===== config.mk =====
export PLATFORM = sky130hd
export DESIGN_NAME = morse_keyer_q
export DESIGN_NICKNAME = d
export VERILOG_FILES = /design/src/rtl/morse_keyer_q.sv
export SDC_FILE = /design/constraint.sdc
export NUM_CORES = 1
export LEC_CHECK = 0
export CORE_MARGIN = 4
export CORE_UTILIZATION = 50
export CTS_CLUSTER_SIZE = 40
export DETAILED_ROUTE_END_ITERATION = 8
export GPL_ROUTABILITY_DRIVEN = 1
export HOLD_SLACK_MARGIN = 0.05
export PLACE_DENSITY = 0.74
export SYNTH_ARGS = -nofsm -noshare
export SYNTH_HDL_FRONTEND = slang
export SYNTH_SLANG_ARGS = --single-unit

===== constraint.sdc =====
create_clock -name clk -period 4.9 [get_ports clk]
set_input_delay 0.735 -clock clk [delete_from_list [all_inputs] [get_ports clk]]
set_output_delay 0.735 -clock clk [all_outputs]
set_load 0.02 [all_outputs]

===== src/rtl/morse_keyer_q.sv =====
// -----------------------------------------------------------------------------
// morse_keyer_q
//
// Morse keyer for the button/LED encoder board. The red button steps a
// pending symbol index (A-Z, 0-9), blue queues it, and green aborts playback
// and flushes the queue. Queued symbols are keyed out on red_led with standard
// Morse timing taken from an internal code ROM.
//
// Parameters:
//   UNIT_CYCLES  clock cycles per Morse time unit (>= 2)
//   MAX_LEN      element slots per ROM entry (>= 5), patterns zero-extended
//   FIFO_DEPTH   queued characters (power of 2, >= 2)
//
// Optional feature macro: MORSE_WORD_GAP_EN
//   Defined   -> a character gap entered with an empty queue lasts 7 units.
//   Undefined -> the character gap is always 3 units.
//
// Ports:
//   clk        in   single clock, rising edge
//   rst        in   asynchronous active-low reset
//   red_btn    in   rising edge: increment pending index (35 wraps to 0)
//   blue_btn   in   rising edge: enqueue pending index
//   green_btn  in   rising edge: abort playback, flush queue
//   sym_o      out  pending symbol index
//   fifo_level out  queued character count
//   red_led    out  key output, high during marks only
//   blue_led   out  busy, high whenever the FSM is not idle
//   green_led  out  queue full
//   dbg_state  out  current FSM state encoding
// -----------------------------------------------------------------------------
module morse_keyer_q #(
   parameter int UNIT_CYCLES = 8,
   parameter int MAX_LEN     = 5,
   parameter int FIFO_DEPTH  = 4
) (
   input  logic                          clk,
   input  logic                          rst,
   input  logic                          red_btn,
   input  logic                          blue_btn,
   input  logic                          green_btn,
   output logic [5:0]                    sym_o,
   output logic [$clog2(FIFO_DEPTH):0]   fifo_level,
   output logic                          red_led,
   output logic                          blue_led,
   output logic                          green_led,
   output logic [2:0]                    dbg_state
);

   localparam int AW = $clog2(FIFO_DEPTH);
   localparam int LW = AW + 1;
   localparam int TW = $clog2(7 * UNIT_CYCLES);

   localparam logic [TW-1:0] T_ONE   = TW'(UNIT_CYCLES - 1);
   localparam logic [TW-1:0] T_THREE = TW'(3 * UNIT_CYCLES - 1);
`ifdef MORSE_WORD_GAP_EN
   localparam logic [TW-1:0] T_SEVEN = TW'(7 * UNIT_CYCLES - 1);
`endif

   typedef enum logic [2:0] {
      S_IDLE  = 3'd0,
      S_LOAD  = 3'd1,
      S_MARK  = 3'd2,
      S_SPACE = 3'd3,
      S_CGAP  = 3'd4
   } state_t;

   // Handshake note: there is no valid/ready pair on this block. Button
   // events are single-cycle edge strobes (btn & ~prev) that act on the clock
   // edge that samples them; the queue accepts a push only when not full and
   // offers a pop only to the idle FSM, so producer and consumer never stall.

   // ---------------------------------------------------------------------------
   // Button edge detection
   // ---------------------------------------------------------------------------
   logic red_prev, blue_prev, green_prev;
   logic red_edge, blue_edge, green_edge;

   always_ff @(posedge clk or negedge rst) begin
      if (!rst) begin
         red_prev   <= 1'b0;
         blue_prev  <= 1'b0;
         green_prev <= 1'b0;
      end else begin
         red_prev   <= red_btn;
         blue_prev  <= blue_btn;
         green_prev <= green_btn;
      end
   end

   assign red_edge   = red_btn   & ~red_prev;
   assign blue_edge  = blue_btn  & ~blue_prev;
   assign green_edge = green_btn & ~green_prev;

   // ---------------------------------------------------------------------------
   // Pending symbol index. Green does not touch it. On a red+blue edge the
   // push below captures the old value because both use the registered index.
   // ---------------------------------------------------------------------------
   logic [5:0] sym_q;

   always_ff @(posedge clk or negedge rst) begin
      if (!rst) begin
         sym_q <= 6'd0;
      end else if (red_edge) begin
         sym_q <= (sym_q == 6'd35) ? 6'd0 : sym_q + 6'd1;
      end
   end

   assign sym_o = sym_q;

   // ---------------------------------------------------------------------------
   // Character FIFO
   // ---------------------------------------------------------------------------
   state_t         state_q, state_d;
   logic [5:0]     mem [FIFO_DEPTH];
   logic [AW-1:0]  wr_ptr, rd_ptr;
   logic [LW-1:0]  level_q;
   logic           fifo_full, fifo_empty;
   logic           push, pop;
   logic [5:0]     cur_sym;

   assign fifo_full  = (level_q == LW'(FIFO_DEPTH));
   assign fifo_empty = (level_q == '0);

   // Green wins over everything: a coincident blue edge is discarded and no
   // pop is taken, the flush below empties the queue instead.
   assign push = blue_edge & ~fifo_full & ~green_edge;
   assign pop  = (state_q == S_IDLE) & ~fifo_empty & ~green_edge;

   always_ff @(posedge clk) begin
      if (push) begin
         mem[wr_ptr] <= sym_q;
      end
   end

   always_ff @(posedge clk or negedge rst) begin
      if (!rst) begin
         wr_ptr  <= '0;
         rd_ptr  <= '0;
         level_q <= '0;
      end else if (green_edge) begin
         wr_ptr  <= '0;
         rd_ptr  <= '0;
         level_q <= '0;
      end else begin
         if (push) wr_ptr <= wr_ptr + AW'(1);
         if (pop)  rd_ptr <= rd_ptr + AW'(1);
         case ({push, pop})
            2'b10:   level_q <= level_q + LW'(1);
            2'b01:   level_q <= level_q - LW'(1);
            default: level_q <= level_q;
         endcase
      end
   end

   assign fifo_level = level_q;
   assign green_led  = fifo_full;

   // ---------------------------------------------------------------------------
   // Code ROM: {len[2:0], pat[4:0]}, first element in bit 0, 1 = dash.
   // ---------------------------------------------------------------------------
   function automatic logic [7:0] rom_entry(input logic [5:0] idx);
      case (idx)
         6'd0:    rom_entry = {3'd2, 5'b00010}; // A .-
         6'd1:    rom_entry = {3'd4, 5'b00001}; // B -...
         6'd2:    rom_entry = {3'd4, 5'b00101}; // C -.-.
         6'd3:    rom_entry = {3'd3, 5'b00001}; // D -..
         6'd4:    rom_entry = {3'd1, 5'b00000}; // E .
         6'd5:    rom_entry = {3'd4, 5'b00100}; // F ..-.
         6'd6:    rom_entry = {3'd3, 5'b00011}; // G --.
         6'd7:    rom_entry = {3'd4, 5'b00000}; // H ....
         6'd8:    rom_entry = {3'd2, 5'b00000}; // I ..
         6'd9:    rom_entry = {3'd4, 5'b01110}; // J .---
         6'd10:   rom_entry = {3'd3, 5'b00101}; // K -.-
         6'd11:   rom_entry = {3'd4, 5'b00010}; // L .-..
         6'd12:   rom_entry = {3'd2, 5'b00011}; // M --
         6'd13:   rom_entry = {3'd2, 5'b00001}; // N -.
         6'd14:   rom_entry = {3'd3, 5'b00111}; // O ---
         6'd15:   rom_entry = {3'd4, 5'b00110}; // P .--.
         6'd16:   rom_entry = {3'd4, 5'b01011}; // Q --.-
         6'd17:   rom_entry = {3'd3, 5'b00010}; // R .-.
         6'd18:   rom_entry = {3'd3, 5'b00000}; // S ...
         6'd19:   rom_entry = {3'd1, 5'b00001}; // T -
         6'd20:   rom_entry = {3'd3, 5'b00100}; // U ..-
         6'd21:   rom_entry = {3'd4, 5'b01000}; // V ...-
         6'd22:   rom_entry = {3'd3, 5'b00110}; // W .--
         6'd23:   rom_entry = {3'd4, 5'b01001}; // X -..-
         6'd24:   rom_entry = {3'd4, 5'b01101}; // Y -.--
         6'd25:   rom_entry = {3'd4, 5'b00011}; // Z --..
         6'd26:   rom_entry = {3'd5, 5'b11111}; // 0 -----
         6'd27:   rom_entry = {3'd5, 5'b11110}; // 1 .----
         6'd28:   rom_entry = {3'd5, 5'b11100}; // 2 ..---
         6'd29:   rom_entry = {3'd5, 5'b11000}; // 3 ...--
         6'd30:   rom_entry = {3'd5, 5'b10000}; // 4 ....-
         6'd31:   rom_entry = {3'd5, 5'b00000}; // 5 .....
         6'd32:   rom_entry = {3'd5, 5'b00001}; // 6 -....
         6'd33:   rom_entry = {3'd5, 5'b00011}; // 7 --...
         6'd34:   rom_entry = {3'd5, 5'b00111}; // 8 ---..
         6'd35:   rom_entry = {3'd5, 5'b01111}; // 9 ----.
         default: rom_entry = {3'd1, 5'b00000};
      endcase
   endfunction

   logic [7:0]         rom_word;
   logic [2:0]         rom_len;
   logic [MAX_LEN-1:0] rom_pat;

   assign rom_word = rom_entry(cur_sym);
   assign rom_len  = rom_word[7:5];
   assign rom_pat  = MAX_LEN'(rom_word[4:0]);

   // ---------------------------------------------------------------------------
   // Element sequencer
   // ---------------------------------------------------------------------------
   logic [MAX_LEN-1:0] pat_q;
   logic [2:0]         elem_cnt;
   logic [TW-1:0]      tmr_q;
   logic               tmr_load;
   logic [TW-1:0]      tmr_val;
   logic [TW-1:0]      gap_val;
   logic               tmr_done;

   assign tmr_done = (tmr_q == '0);

`ifdef MORSE_WORD_GAP_EN
   // Decided once at CGAP entry; a later push cannot shorten the loaded gap.
   assign gap_val = fifo_empty ? T_SEVEN : T_THREE;
`else
   assign gap_val = T_THREE;
`endif

   // State register
   always_ff @(posedge clk or negedge rst) begin
      if (!rst) begin
         state_q <= S_IDLE;
      end else begin
         state_q <= state_d;
      end
   end

   // Next-state and unit-timer load selection
   always_comb begin
      state_d  = state_q;
      tmr_load = 1'b0;
      tmr_val  = '0;
      if (green_edge) begin
         state_d = S_IDLE;
      end else begin
         case (state_q)
            S_IDLE: begin
               if (!fifo_empty) state_d = S_LOAD;
            end
            S_LOAD: begin
               state_d  = S_MARK;
               tmr_load = 1'b1;
               tmr_val  = rom_pat[0] ? T_THREE : T_ONE;
            end
            S_MARK: begin
               if (tmr_done) begin
                  tmr_load = 1'b1;
                  if (elem_cnt > 3'd1) begin
                     state_d = S_SPACE;
                     tmr_val = T_ONE;
                  end else begin
                     state_d = S_CGAP;
                     tmr_val = gap_val;
                  end
               end
            end
            S_SPACE: begin
               // pat_q was shifted on MARK exit, so bit 0 is the next element
               if (tmr_done) begin
                  state_d  = S_MARK;
                  tmr_load = 1'b1;
                  tmr_val  = pat_q[0] ? T_THREE : T_ONE;
               end
            end
            S_CGAP: begin
               if (tmr_done) state_d = S_IDLE;
            end
            default: state_d = S_IDLE;
         endcase
      end
   end

   // Datapath: popped symbol, element pattern/count and unit timer
   always_ff @(posedge clk or negedge rst) begin
      if (!rst) begin
         cur_sym  <= 6'd0;
         pat_q    <= '0;
         elem_cnt <= 3'd0;
         tmr_q    <= '0;
      end else begin
         if (pop) cur_sym <= mem[rd_ptr];

         if (green_edge) begin
            tmr_q <= '0;
         end else if (tmr_load) begin
            tmr_q <= tmr_val;
         end else if (!tmr_done) begin
            tmr_q <= tmr_q - TW'(1);
         end

         if (!green_edge) begin
            if (state_q == S_LOAD) begin
               pat_q    <= rom_pat;
               elem_cnt <= rom_len;
            end else if (state_q == S_MARK && tmr_done) begin
               pat_q    <= pat_q >> 1;
               elem_cnt <= elem_cnt - 3'd1;
            end
         end
      end
   end

   // Outputs decoded from the state register only, so an async reset drops
   // the key immediately.
   always_comb begin
      red_led   = (state_q == S_MARK);
      blue_led  = (state_q != S_IDLE);
      dbg_state = state_q;
   end

endmodule


# After elaboration in Yosys (flattened, before gate mapping)
# Memories as Yosys holds them, arrays and structs flattened. A register that Yosys moved wholly into a read port is not among the register bits.
# Cells that the tools add are included.
# totals
mem_bits_rw,24
elab_cells,92
rom_bits,512
register_bits,33
in_bits,5
n_memories,2
output_inout_bits,15
# memory_table
name,depth,width,read_ports,rd_ports_with_merged_regs,wr,line,rtl
(name not given),64,8,1,0,0,162,case (idx)
mem,4,6,1,1,1,114,logic [5:0] mem [FIFO_DEPTH];
# op_classes
muxes,32
n_reduce_logical,13
add_sub_neg,7
eq_ne,13
magnitude_cmp,1
n_bitwise,13
# ops
cell,n
5-bit 2-to-1 mux,7
3-bit 2-to-1 mux,9
6-bit 2-to-1 mux,4
3-bit one-hot mux with 5 select lines,1
5-bit one-hot mux with 3 select lines,1
3-bit inequality test (second input constant),4
2-bit 2-to-1 mux,4
1-bit AND,7
6-bit by 1-bit adder with 6-bit output (second input constant),1
3-bit by 2-bit equality test with 1-bit output (second input constant),2
3-bit equality test (second input constant),2
6-bit equality test (second input constant),1
3-bit zero test,2
6-bit zero test,1
1-bit NOT,6
3-bit one-hot mux with 2 select lines,1
2-bit nonzero test,3
3-bit nonzero test,2
3-bit by 1-bit subtractor with 3-bit output (second input constant),2
6-bit by 1-bit subtractor with 6-bit output (second input constant),1
2-bit by 1-bit adder with 2-bit output (second input constant),2
1-bit 2-to-1 mux,4
4-bit AND reduction,1
3-bit by 1-bit adder with 3-bit output (second input constant),1
other kinds (10),10

# Depth between registers and ports, before layout
# logic_depth
word_depth,7
mapped_depth,9
depth_no_buf,7

# Worst setup path before layout
# No wires, ideal clock.
# synth_path
path_type,reg2reg
start,register state_q[0] (netlist: dbg_state[0])
end,register level_q[1] (netlist: fifo_level[1])
setup_ns,0.132
synth_period_minus_slack_ns,2.326
t_arrival_ns,2.195
setup_slack_ns,2.574
path_stages_with_launch,9
path_buffers,2
required_ns,4.768
cell_sequence,dfrtp_1 > buf_6 > or3_1 > buf_6 > nor3_4 > nor2b_1 > fa_1 > mux2i_1 > nor2_1
# synth_via
elab_chain_cells,6
elab_cells_between_ends,8
cone_classes,2 x eq/ne; 2 x mux; 2 x bitwise; 2 x reduce/logical
# synth_rtl
element,line,rtl
"start, declared",113,"state_t state_q, state_d;"
"start signal, assigned",236,state_q <= state_d;
3-bit zero test (*),127,assign pop = (state_q == S_IDLE) & ~fifo_empty & ~green_edge;
1-bit AND (*) (2 in series),127,
2-bit by 1-bit equality test with 1-bit output / 2-bit equality test (equally long branches),147,"case ({push, pop})"
3-bit one-hot mux with 2 select lines,147,
3-bit 2-to-1 mux,140,end else if (green_edge) begin
"end signal, assigned",148,2'b10: level_q <= level_q + LW'(1);
"end signal, assigned",149,2'b01: level_q <= level_q - LW'(1);
"end signal, assigned",150,default: level_q <= level_q;
"end, declared",116,logic [LW-1:0] level_q;
# Mark *: on every way between the ends. The rest lies on a longest branch, timed or not.
# A chain may end at the register's enable or synchronous reset.

# Worst setup path after layout
# layout_path
start,input green_btn
end,register level_q[2] (netlist: fifo_level[2])
# layout_via
elab_chain_cells,6
elab_cells_between_ends,9
cone_classes,2 x eq/ne; 2 x mux; 4 x bitwise; 1 x reduce/logical
# layout_rtl
element,line,rtl
"start, declared",40,"input logic green_btn,"
1-bit AND (*),92,assign green_edge = green_btn & ~green_prev;
1-bit NOT (no line),-,
"1-bit AND, on equally long branches","127, 126",
2-bit by 1-bit equality test with 1-bit output / 2-bit equality test (equally long branches),147,
3-bit one-hot mux with 2 select lines,147,
3-bit 2-to-1 mux,140,
# Marks and branches as above.

==> metrics.md <==
| Metric | Value |
|---|---|
| Clock skew | 0.00844 ns |
| FILL cells | 536 |
| Worst-Margin Slew | 0.920 ns |
| Crit path launch type | input port |
| Die Span Y | 91 um |
| Number of synthesis warnings | 0 |
| Num CTS Buffers | 9 |
| Mapped Area | 3440 um^2 |
| Switching Fraction | 40.8% |
| Die area | 8280 um^2 |
| Final net count | 342 |
| Setup CP Type | in2reg |
| Post-CTS sizing | 0 |
| Initial Utilization | 52.7% |
| Clock power frac | 18.0% |
| Type of the worst min-delay path | in2async |
| Critical Path AT | 3.19 ns |
| Most frequent CP cell | nor2b_1 |
| Total negative slack | 0 ns |
| Commonest non-fill, non-tap cell in the layout | dfrtp_1 |
| DR iter-0 viols | 144 |
| Flops & latches, synth | 63 |
| Required @ worst endpoint | 5.16 ns |
| Seq/Total Area, Yosys | 49.3% |
| Grt total ovfl | 0 |
| First-pass GRT wire length | 11300 um |
| Via count | 2349 |
| Post-synth EDFFs | 24 |
| NetSw | 1.01 mW |
| Port bufs | 19 |
| H-tree levels | 3 |
| Dpl hpwl | 4540 um |
| Combinational power share | 42.4% |
| Synth unique cells | 61 |
| CP Max Fanout | 12 |
| Core Util, Final | 58.5% |
| RSZ-0062 raised after global routing | false |
| Worst hold slack | 0.527 ns |
| Power per cell area | 648 nW/um^2 |
| Final setup vio count | 0 |
| Hold-fix buffers, CTS | 0 |
| Peak supply drop | 0.456 mV |
| Layout overhead on the synthesized area | 11.0% |
| Asr flop ratio synth | 61.9% |
| Max-slew headroom | 38.7% |
| CTS root buf | clkbuf_8 |
| Chip width | 91 um |
| Most frequent cells in the layout | dfrtp_1 (39), nor2_1 (24), edfxtp_1 (24) |
| Vias in the first global route | 2354 |
| Sink Count | 63 |
| Final Power | 2.48 mW |
| Max-slew violation count | 0 |
| Syn_area_per_cell | 11.1 um^2 |
| Fmax | 341 MHz |
| Ant diodes | 0 |
| Clk_lat worst skew | 0.33 ns |
| Syn Nets | 329 |
| Initial antenna violation count | 0 |
| Worst path max stage delay | 0.73 ns |
| Maximum clock insertion buffer count | 2 |
| Int Pwr | 1.47 mW |
| # IOs | 20 |
| Top FF cell, synth | dfrtp_1 |
| DRT antenna net count | 0 |
| 1st-pass router iterations | 4 |
| Wirelength per Cell | 16.1 um |
| Clock transition at path regs | 0.08 ns |
| Core box area | 6530 um^2 |
| Setup Fix Bufs, Post-CTS | 0 |
| FP Rows | 29 |
| Tmin final | 2.93 ns |
| Vias per inst | 5.81 |
| Status | finished clean |
| Critical-path cell list | clkdlybuf4s50_1 -> nor2b_1 -> nor3_4 -> nor2b_1 -> fa_1 -> nand3b_1 -> a21boi_1 -> mux2i_1 |
| Fin crit share | 59.8% |
| Post-synthesis cell count | 309 |
| Reg power frac | 39.6% |
| LEAKAGE | 1.52 nW |
| Slowest library cell on the worst path | nor2b_1 |
| Final Hold Viols | 0 |
| Remaining DRCs | 0 |
| Layout cells sized above 1 | 10.4% |
| Max Cap Viol | 0 |
| Largest net degree at the start of global routing | 40 |
| Placer congestion estimate | 0.907 |
| CP endpoint kind | flip-flop |
| CTS tree | done |
| Total Wirelength | 6520 um |
| Total GRT Usage | 17.0% |
## Yosys cell counts, types with 2 or more instances
cell type,instances,area share (%)
nor2_1,24,2.6
and3_1,4,0.73
a311oi_1,2,0.51
o22ai_1,3,0.54
dfrtp_1,39,28
nor2b_1,11,2.0
a21oi_1,11,1.6
nand3b_1,2,0.44
mux4_2,9,5.9
o31a_1,3,0.76
mux2i_1,4,1.2
clkbuf_1,8,0.87
o211ai_1,3,0.65
a21o_1,2,0.44
nand2_1,17,1.9
xnor2_1,4,1.0
nor3b_1,4,0.87
o21ai_0,21,3.1
inv_1,19,2.1
a221oi_1,3,0.76
a22oi_1,2,0.44
mux2_2,3,0.98
xor2_1,6,1.5
a31oi_1,3,0.54
a22o_1,2,0.51
buf_6,4,1.3
nand3_1,5,0.73
o22a_1,2,0.51
nand4_1,4,0.73
nor3_1,6,0.87
ha_1,14,5.1
buf_2,4,0.58
nand2b_1,4,0.73
or3_1,2,0.36
a211oi_1,6,1.3
edfxtp_1,24,21
## per-stage QoR
step / worst slack [ns] / std cells / area (um^2)
floorplan: 2.57 / 309 / 3440
global placement: 1.67 / 388 / 3630
detailed placement: 1.59 / 388 / 3630
CTS: 1.94 / 404 / 3820
global route: 1.70 / 404 / 3820
finish: 1.97 / 404 / 3820
## cell families after synthesis
| kind of cell | share of synthesized area (%) |
|---|---|
| flops | 49.3 |
| fa+ha+maj | 5.67 |
| simple gates | 15.7 |
| xor+xnor | 2.54 |
| buf+inv | 4.94 |
| compound gates | 13.9 |
| mux | 8.03 |
## state kept, by name, indices dropped and copies added, names as in the netlist
register	count
fifo_level	3
dbg_state	3
green_prev	1
blue_prev	1
rd_ptr	2
red_prev	1
tmr_q	6
elem_cnt	3
mem	24
sym_o	6
cur_sym	6
wr_ptr	2
pat_q	5
## metal layers
metal,track usage [%],part of all wire [%],wire length (um)
met4,5.40,0.58,38
met3,4.63,5.0,323
met5,0,0,0
met2,27.2,49,3180
met1,22.8,46,2980
## critical path: cells and delay by family
family	cells	cell delay, ns
compound gates	1	0.19
fa+ha+maj	1	0.40
buf+inv	1	0.48
mux	1	0.20
simple gates	4	1.19
## power by group through the flow
stage	registers [mW]	logic [mW]	clock network (mW)
floorplan	0.890	0.888	0
global placement	0.982	1.03	0
detailed placement	0.992	1.05	0
CTS	0.984	1.05	0.458
global route	1.02	1.18	0.485
finish	0.982	1.05	0.446
## final cells by class
cell class	instances	area (um^2)	area share [%]
inverter	19	71.3	1.87
multi-input combinational	210	1580	41.3
clock buffer	10	128	3.34
sequential	63	1700	44.4
timing repair buffer	19	185	4.84
tap	77	96.3	2.52
clock inverter	6	68.8	1.80
## path summary, 6_finish.rpt
check                              start            end  slack [ns]  depth (start not counted)
min in group clk                pat_q[3]       pat_q[3]        0.54                          2
hold reg to reg                 pat_q[3]       pat_q[3]        0.54                          2
hold / removal                       rst       pat_q[2]        0.53                          1
setup reg to reg           fifo_level[1]  fifo_level[2]        2.43                          7
max in group asynchronous            rst   dbg_state[0]        3.79                          1
setup / recovery               green_btn  fifo_level[2]        1.97                          8
Power figures use the tool's default switching activity.
